--- config.mk ---
export PLATFORM = sky130hd
export DESIGN_NAME = cacheline_adapter
export DESIGN_NICKNAME = d
export VERILOG_FILES = /design/src/rtl/cacheline_adapter_pkg.sv /design/src/rtl/cacheline_adapter.sv
export SDC_FILE = /design/constraint.sdc
export NUM_CORES = 1
export LEC_CHECK = 0
export ABC_AREA = 1
export CAP_MARGIN = 40
export CORE_AREA = 2 2 291 293
export DETAILED_ROUTE_END_ITERATION = 10
export DIE_AREA = 0 0 293 295
export GPL_TIMING_DRIVEN = 0
export PLACE_DENSITY_LB_ADDON = 0.12
export SYNTH_ARGS = -nofsm -noshare
export SYNTH_HDL_FRONTEND = slang
export SYNTH_SLANG_ARGS = --single-unit
export TNS_END_PERCENT = 1
--- constraint.sdc ---
create_clock -name clk -period 3.1 [get_ports clk]
set_clock_uncertainty 0.1 [all_clocks]
set_input_delay 0.62 -clock clk [delete_from_list [all_inputs] [get_ports clk]]
set_output_delay 0.62 -clock clk [all_outputs]
set_load 0.02 [all_outputs]
--- src/rtl/cacheline_adapter_pkg.sv ---
// Constants and state encoding shared between the cache and its memory-side line adapter.
package cache_types;

  localparam int unsigned BEAT_W = 64;
  localparam int unsigned BEATS  = 4;
  localparam int unsigned LINE_W = BEAT_W * BEATS;

  typedef enum logic [2:0] {
    ST_IDLE,
    ST_RD_REQ,
    ST_RD_DATA,
    ST_WR_BURST,
    ST_RESP
  } adapter_state_t;

endpackage

--- src/rtl/cacheline_adapter.sv ---
// Serialises whole-line cache read/write requests onto a beat-wide burst memory port
// and reassembles read beats into a line with a single-cycle completion pulse.
module cacheline_adapter
  import cache_types::*;
#(
  parameter int unsigned BEAT_W = cache_types::BEAT_W,
  parameter int unsigned BEATS  = cache_types::BEATS,
  localparam int unsigned LINE_W = BEAT_W * BEATS
) (
  input  logic              clk,
  input  logic              rst,
  input  logic [31:0]       dfp_addr,
  input  logic              dfp_read,
  input  logic              dfp_write,
  input  logic [LINE_W-1:0] dfp_wdata,
  output logic [LINE_W-1:0] dfp_rdata,
  output logic              dfp_resp,
  output logic [31:0]       bmem_addr,
  output logic              bmem_read,
  output logic              bmem_write,
  output logic [BEAT_W-1:0] bmem_wdata,
  input  logic              bmem_ready,
  input  logic [31:0]       bmem_raddr,
  input  logic [BEAT_W-1:0] bmem_rdata,
  input  logic              bmem_rvalid
);

  localparam int unsigned CNT_W = (BEATS > 1) ? $clog2(BEATS) : 1;
  localparam int unsigned OFF_W = $clog2(LINE_W / 8);
  localparam logic [CNT_W-1:0] LAST_BEAT = CNT_W'(BEATS - 1);

  adapter_state_t    state_q, state_d;
  logic [CNT_W-1:0]  cnt_q, cnt_d;
  logic [31:0]       addr_q, addr_d;
  logic              wr_q, wr_d;
  logic [LINE_W-1:0] wline_q, wline_d;
  logic [LINE_W-1:0] rline_q, rline_d;
  logic              req_present;
  logic              unused_addr_bits;

  assign unused_addr_bits = ^dfp_addr[OFF_W-1:0];
  assign dfp_rdata        = rline_q;

  // The originating request is still held, same direction and same line.
  assign req_present = (wr_q ? dfp_write : dfp_read) &&
                       (dfp_addr[31:OFF_W] == addr_q[31:OFF_W]);

  always_ff @(posedge clk or negedge rst) begin
    if (!rst) begin
      state_q <= ST_IDLE;
      cnt_q   <= '0;
      addr_q  <= '0;
      wr_q    <= 1'b0;
      wline_q <= '0;
      rline_q <= '0;
    end else begin
      state_q <= state_d;
      cnt_q   <= cnt_d;
      addr_q  <= addr_d;
      wr_q    <= wr_d;
      wline_q <= wline_d;
      rline_q <= rline_d;
    end
  end

  always_comb begin
    state_d    = state_q;
    cnt_d      = cnt_q;
    addr_d     = addr_q;
    wr_d       = wr_q;
    wline_d    = wline_q;
    rline_d    = rline_q;
    dfp_resp   = 1'b0;
    bmem_addr  = '0;
    bmem_read  = 1'b0;
    bmem_write = 1'b0;
    bmem_wdata = '0;

    unique case (state_q)
      ST_IDLE: begin
        // Write has priority if a misbehaving requester raises both.
        if (dfp_write) begin
          addr_d  = {dfp_addr[31:OFF_W], OFF_W'(0)};
          wline_d = dfp_wdata;
          wr_d    = 1'b1;
          cnt_d   = '0;
          state_d = ST_WR_BURST;
        end else if (dfp_read) begin
          addr_d  = {dfp_addr[31:OFF_W], OFF_W'(0)};
          wr_d    = 1'b0;
          cnt_d   = '0;
          state_d = ST_RD_REQ;
        end
      end

      ST_RD_REQ: begin
        bmem_read = 1'b1;
        bmem_addr = addr_q;
        if (bmem_ready) begin
          cnt_d   = '0;
          state_d = ST_RD_DATA;
        end
      end

      ST_RD_DATA: begin
        bmem_addr = addr_q;
        // Beats tagged for another line belong to someone else and are dropped.
        if (bmem_rvalid && (bmem_raddr == addr_q)) begin
          rline_d[cnt_q*BEAT_W +: BEAT_W] = bmem_rdata;
          if (cnt_q == LAST_BEAT) begin
            cnt_d   = '0;
            state_d = ST_RESP;
          end else begin
            cnt_d = cnt_q + CNT_W'(1);
          end
        end
      end

      ST_WR_BURST: begin
        bmem_write = 1'b1;
        bmem_addr  = addr_q;
        bmem_wdata = wline_q[cnt_q*BEAT_W +: BEAT_W];
        if (bmem_ready) begin
          if (cnt_q == LAST_BEAT) begin
            cnt_d   = '0;
            state_d = ST_RESP;
          end else begin
            cnt_d = cnt_q + CNT_W'(1);
          end
        end
      end

      ST_RESP: begin
        bmem_addr = addr_q;
        dfp_resp  = req_present;
        state_d   = ST_IDLE;
      end

      default: state_d = ST_IDLE;
    endcase
  end

endmodule

==> qor.yml <==
setup_path:
  cpLargestDelayFamily: "buffers and inverters"
  critical_path.reg2reg.startpoint: "cnt_q[0]$_DFFE_PN0P_"
  end_kind: "output port"
  worstSetupStartpointType: "flop"
  crit_required_ps: 2380
  rr_endpoint: "dfp_rdata[180]$_DFFE_PN0P_"
  timing.critical_path.buf_inv: 4
  critical_path_peak_fanout: 10
  rrSetupSlack_ps: 110
  worst_r2r_path_depth: 11
  cell_with_the_biggest_individual_delay_on_the_critical_path: "sky130_fd_sc_hd__dfrtp_4"
  timing.critical_path.slowest_cell_delay_ps: 500
  timing_worst_setup_path_type: "flop to output port"
  worst_ep_arrival_time_ps: 2400
  cp_cell_instances: "buf_4, buf_4, clkbuf_1, o21ai_0, a21oi_1, buf_4"
  cell_seen_most_often_among_critical_path_stages: "sky130_fd_sc_hd__buf_4"
place:
  cell_count_after_placement: 5292
  preCtsSetupSlack_ps: -1610
  gp_congestion: 0.899
  place.detailed.hpwl_mm: 92.3
  io_buffers: 734
clocking:
  clockRootBuffer: "sky130_fd_sc_hd__clkbuf_16"
  clk-insertion-delay-late_ps: 620
  total_clock_buffers_created_by_cts: 68
  numClockSinks: 545
  ctsLongestPathBuffers: 3
  tritoncts: "done"
  cts_htree_levels: 3
  cts.clk_slew.worst_paths_ps: 60
global_route:
  grt_first_pass_wirelength_mm: 173
  grt_max_degree: 113
  grt-ovfl-total: 0
  gr-usage-all-layers_pct: 26.8
  grt_antenna_before_repair: 35
  via_count_of_the_first_global_routing_pass: 26913
power_and_ir_drop:
  p_clk_share_pct: 27.2
  internal_power_mw: 17.2
  share_comb_of_total_power_pct: 39.4
  ir_worst_vdd_v: 0.000387
  static-leakage-power_nw: 18.6
  power_frac_seq_pct: 33.4
  p_sw_mw: 12.0
  power_per_cell_area_nw_per_um2: 758
  totalPowerFinal_mw: 29.2
  switching_share_pct: 41.1
hold_path:
  hold_path_class: "flop to flop"
  hold_start: "wline_q[213]$_DFFE_PN0P_"
  min_path_cells: 2
  hold_end: "wline_q[213]$_DFFE_PN0P_"
synthesis:
  synth_async_sr_flop_share_pct: 100
  average_instance_area_after_synthesis_um2: 7.76
  yosys_register_bits: 545
  synth_cells: 3454
  netlist_top_cells_area: "sky130_fd_sc_hd__dfrtp_1 (51%), sky130_fd_sc_hd__nand2_1 (16%), sky130_fd_sc_hd__nand4_1 (6.0%)"
  postSynth.topFlopCell: "sky130_fd_sc_hd__dfrtp_1"
  seq_total_area_yosys_pct: 50.9
  post-synth-top-area-cell: "sky130_fd_sc_hd__dfrtp_1"
  ys_types: 34
  syn-cell-area_um2: 26800
  yosysTopAreaCellShare_pct: 50.9
  synth.yosys.warnings: 0
  synth_edf_count: 0
routing:
  met2WireLength_mm: 57.7
  ant_nets: 0
  m1WireLength_mm: 46.9
  detailroute.wirelength.met3_mm: 8.73
  routed_wire_length_per_instance_um: 21.7
  totalWireLength_mm: 118
  topRoutingLayerUsed: "met5"
  drt_first_iter_violations: 1848
  vias: 26801
  firstDrtPassIters: 6
  drt-vias-per-instance: 4.93
  remaining_drc_errors: 0
timing:
  grt_setup_unrepaired: "yes"
  worst_slew_pin_slew_ps: 847
  worst_slew_margin_rel_pct: 43.5
  setup_ws_ps: -21.1
  drv_slew: 0
  maxClockFrequency_mhz: 320
  post-route-period-util_pct: 101
  setup-violations-final: 1
  hold_viol_final: 0
  finalCriticalPeriod_ps: 3120
  fin_tns_setup_ps: -21.1
floorplan:
  effective_utilization_at_floorplan_pct: 32.2
  die-height_um: 295
  placeableCoreArea_um2: 83200
  num_rows: 106
  die_area_um2: 86400
  die_w_um: 293
  pin_count: 745
outcome:
  outcome: "finished, violations left"
  violations: "setup timing"
cells_and_area:
  utilization_pct: 46.4
  layoutNonFillerInstCount: 5435
  syn_to_final_growth_pct: 43.9
  fraction_of_layout_cells_with_a_size_suffix_above_1_pct: 10.1
  layout.nets: 4688
run:
  max_cap_violations: 0
==> per-stage QoR <==
stage               instance area (um^2)  hold WS, ps
finish                             38600          365
global placement                   35500          348
floorplan                          26800          224
detailed placement                 35900          353
CTS                                38300          367
global route                       38500          374
==> final cells by class <==
cell class / count / area, um^2
diodes: 12 / 30.0
flip-flops and latches: 545 / 13600
well taps: 1080 / 1350
multi-input cells: 2363 / 10900
clock buffers: 100 / 1990
fillers: 8599 / 44600
clock inverters: 21 / 211
inverters: 272 / 1030
repair buffers: 767 / 7660
plain buffers: 275 / 1760
==> sequential cells by signal, summed over array words and instances (netlist names) <==
name and flops:
wline_q 256, cnt_q 2, wr_q 1, dfp_rdata 256, addr_q 27, state_q 3
==> layout by cell type, fill, tap and decap left out, types with 6 or more instances in the layout <==
master,n
sky130_fd_sc_hd__buf_6,65
sky130_fd_sc_hd__nor2_1,194
sky130_fd_sc_hd__clkinv_2,15
sky130_fd_sc_hd__o21ai_0,239
sky130_fd_sc_hd__clkbuf_16,74
sky130_fd_sc_hd__buf_2,64
sky130_fd_sc_hd__inv_2,7
sky130_fd_sc_hd__buf_12,6
sky130_fd_sc_hd__a21oi_1,153
sky130_fd_sc_hd__clkbuf_1,126
sky130_fd_sc_hd__a21oi_2,38
sky130_fd_sc_hd__nor3_1,129
sky130_fd_sc_hd__buf_4,67
sky130_fd_sc_hd__clkbuf_2,26
sky130_fd_sc_hd__inv_1,262
sky130_fd_sc_hd__buf_1,9
sky130_fd_sc_hd__buf_16,6
sky130_fd_sc_hd__dfrtp_1,542
sky130_fd_sc_hd__ha_1,6
sky130_fd_sc_hd__o21ai_2,9
sky130_fd_sc_hd__nand2_1,1174
sky130_fd_sc_hd__buf_8,13
sky130_fd_sc_hd__nand4_1,258
sky130_fd_sc_hd__clkdlybuf4s50_1,641
sky130_fd_sc_hd__nand3_1,64
sky130_fd_sc_hd__clkbuf_8,15
sky130_fd_sc_hd__xnor2_1,13
sky130_fd_sc_hd__diode_2,12
sky130_fd_sc_hd__dlygate4sd2_1,23
sky130_fd_sc_hd__o21ai_1,48
==> power by group through the flow <==
stage               Combinational (mW)  Clock, mW  Sequential [mW]
floorplan                         6.50          0             9.60
global placement                  10.8          0             9.87
detailed placement                11.1          0             9.83
CTS                               11.4       8.08             9.72
global route                      12.8       8.37             9.95
finish                            11.5       7.93             9.76
==> routing by layer <==
metal	GRT usage, %	vias up
met1	32.0	12785
met4	9.37	44
li1	-	12910
met2	46.3	845
met5	0	-
met3	7.31	217
==> kinds of logic (layout without fill, tap and decap cells) <==
family,count (synthesis),count (layout),share of synthesized area [%]
buffers and inverters,550,1435,9.45
AO/OA/AOI/OAI,497,497,9.36
adder cells (fa/ha/maj),6,6,0.280
XOR/XNOR,18,18,0.588
other,1,17,0.0140
AND/OR/NAND/NOR,1837,1837,29.4
flip-flops,545,545,50.9
==> synthesized netlist by cell type (2+ instances only) <==
library cell	n
sky130_fd_sc_hd__inv_2	7
sky130_fd_sc_hd__inv_1	264
sky130_fd_sc_hd__nand2_1	1176
sky130_fd_sc_hd__o22ai_1	4
sky130_fd_sc_hd__nor3_1	129
sky130_fd_sc_hd__ha_1	6
sky130_fd_sc_hd__buf_4	5
sky130_fd_sc_hd__nor2_1	196
sky130_fd_sc_hd__buf_1	14
sky130_fd_sc_hd__nor4_1	3
sky130_fd_sc_hd__dfrtp_1	545
sky130_fd_sc_hd__xor2_1	5
sky130_fd_sc_hd__clkbuf_1	162
sky130_fd_sc_hd__o21ai_0	296
sky130_fd_sc_hd__buf_6	49
sky130_fd_sc_hd__buf_2	46
sky130_fd_sc_hd__a21oi_1	193
sky130_fd_sc_hd__nand3_4	4
sky130_fd_sc_hd__nand3_1	64
sky130_fd_sc_hd__xnor2_1	13
sky130_fd_sc_hd__buf_8	2
sky130_fd_sc_hd__a22o_1	2
sky130_fd_sc_hd__nand4_1	258
==> timing repair <==
| item | in CTS | in global routing |
|---|---|---|
| setup buffers | 10 | 2 |
| gates cloned | 0 | 1 |
| hold endpoints to repair | 83 | 0 |
| pin swaps | 48 | 28 |
| gates resized for setup | 497 | 145 |
| endpoints found under the setup margin | 350 | 178 |
| hold buffers | 1 | 0 |
==> worst reg2reg max path, delay by kind of cell (launching register included) <==
kind,cells,cell delay (ps)
adder cells (fa/ha/maj),1,200
AND/OR/NAND/NOR,3,340
flip-flops,1,540
buffers and inverters,7,1700
==> how the worst max path moves through the flow <==
stage	startpoint	end	slack (ps)	cells after the start
2_1_floorplan	cnt_q[0]$_DFFE_PN0P_	dfp_rdata[109]$_DFFE_PN0P_	390	11
3_3_place_gp	rst	wline_q[104]$_DFFE_PN0P_	-24960	1
3_5_place_dp	cnt_q[0]$_DFFE_PN0P_	bmem_wdata[63]	-1610	8
4_1_cts	cnt_q[0]$_DFFE_PN0P_	bmem_wdata[55]	-190	9
5_1_grt	cnt_q[0]$_DFFE_PN0P_	bmem_wdata[8]	-110	6
6_report	cnt_q[0]$_DFFE_PN0P_	bmem_wdata[10]	-20	6
Power figures use the tool's default switching activity.
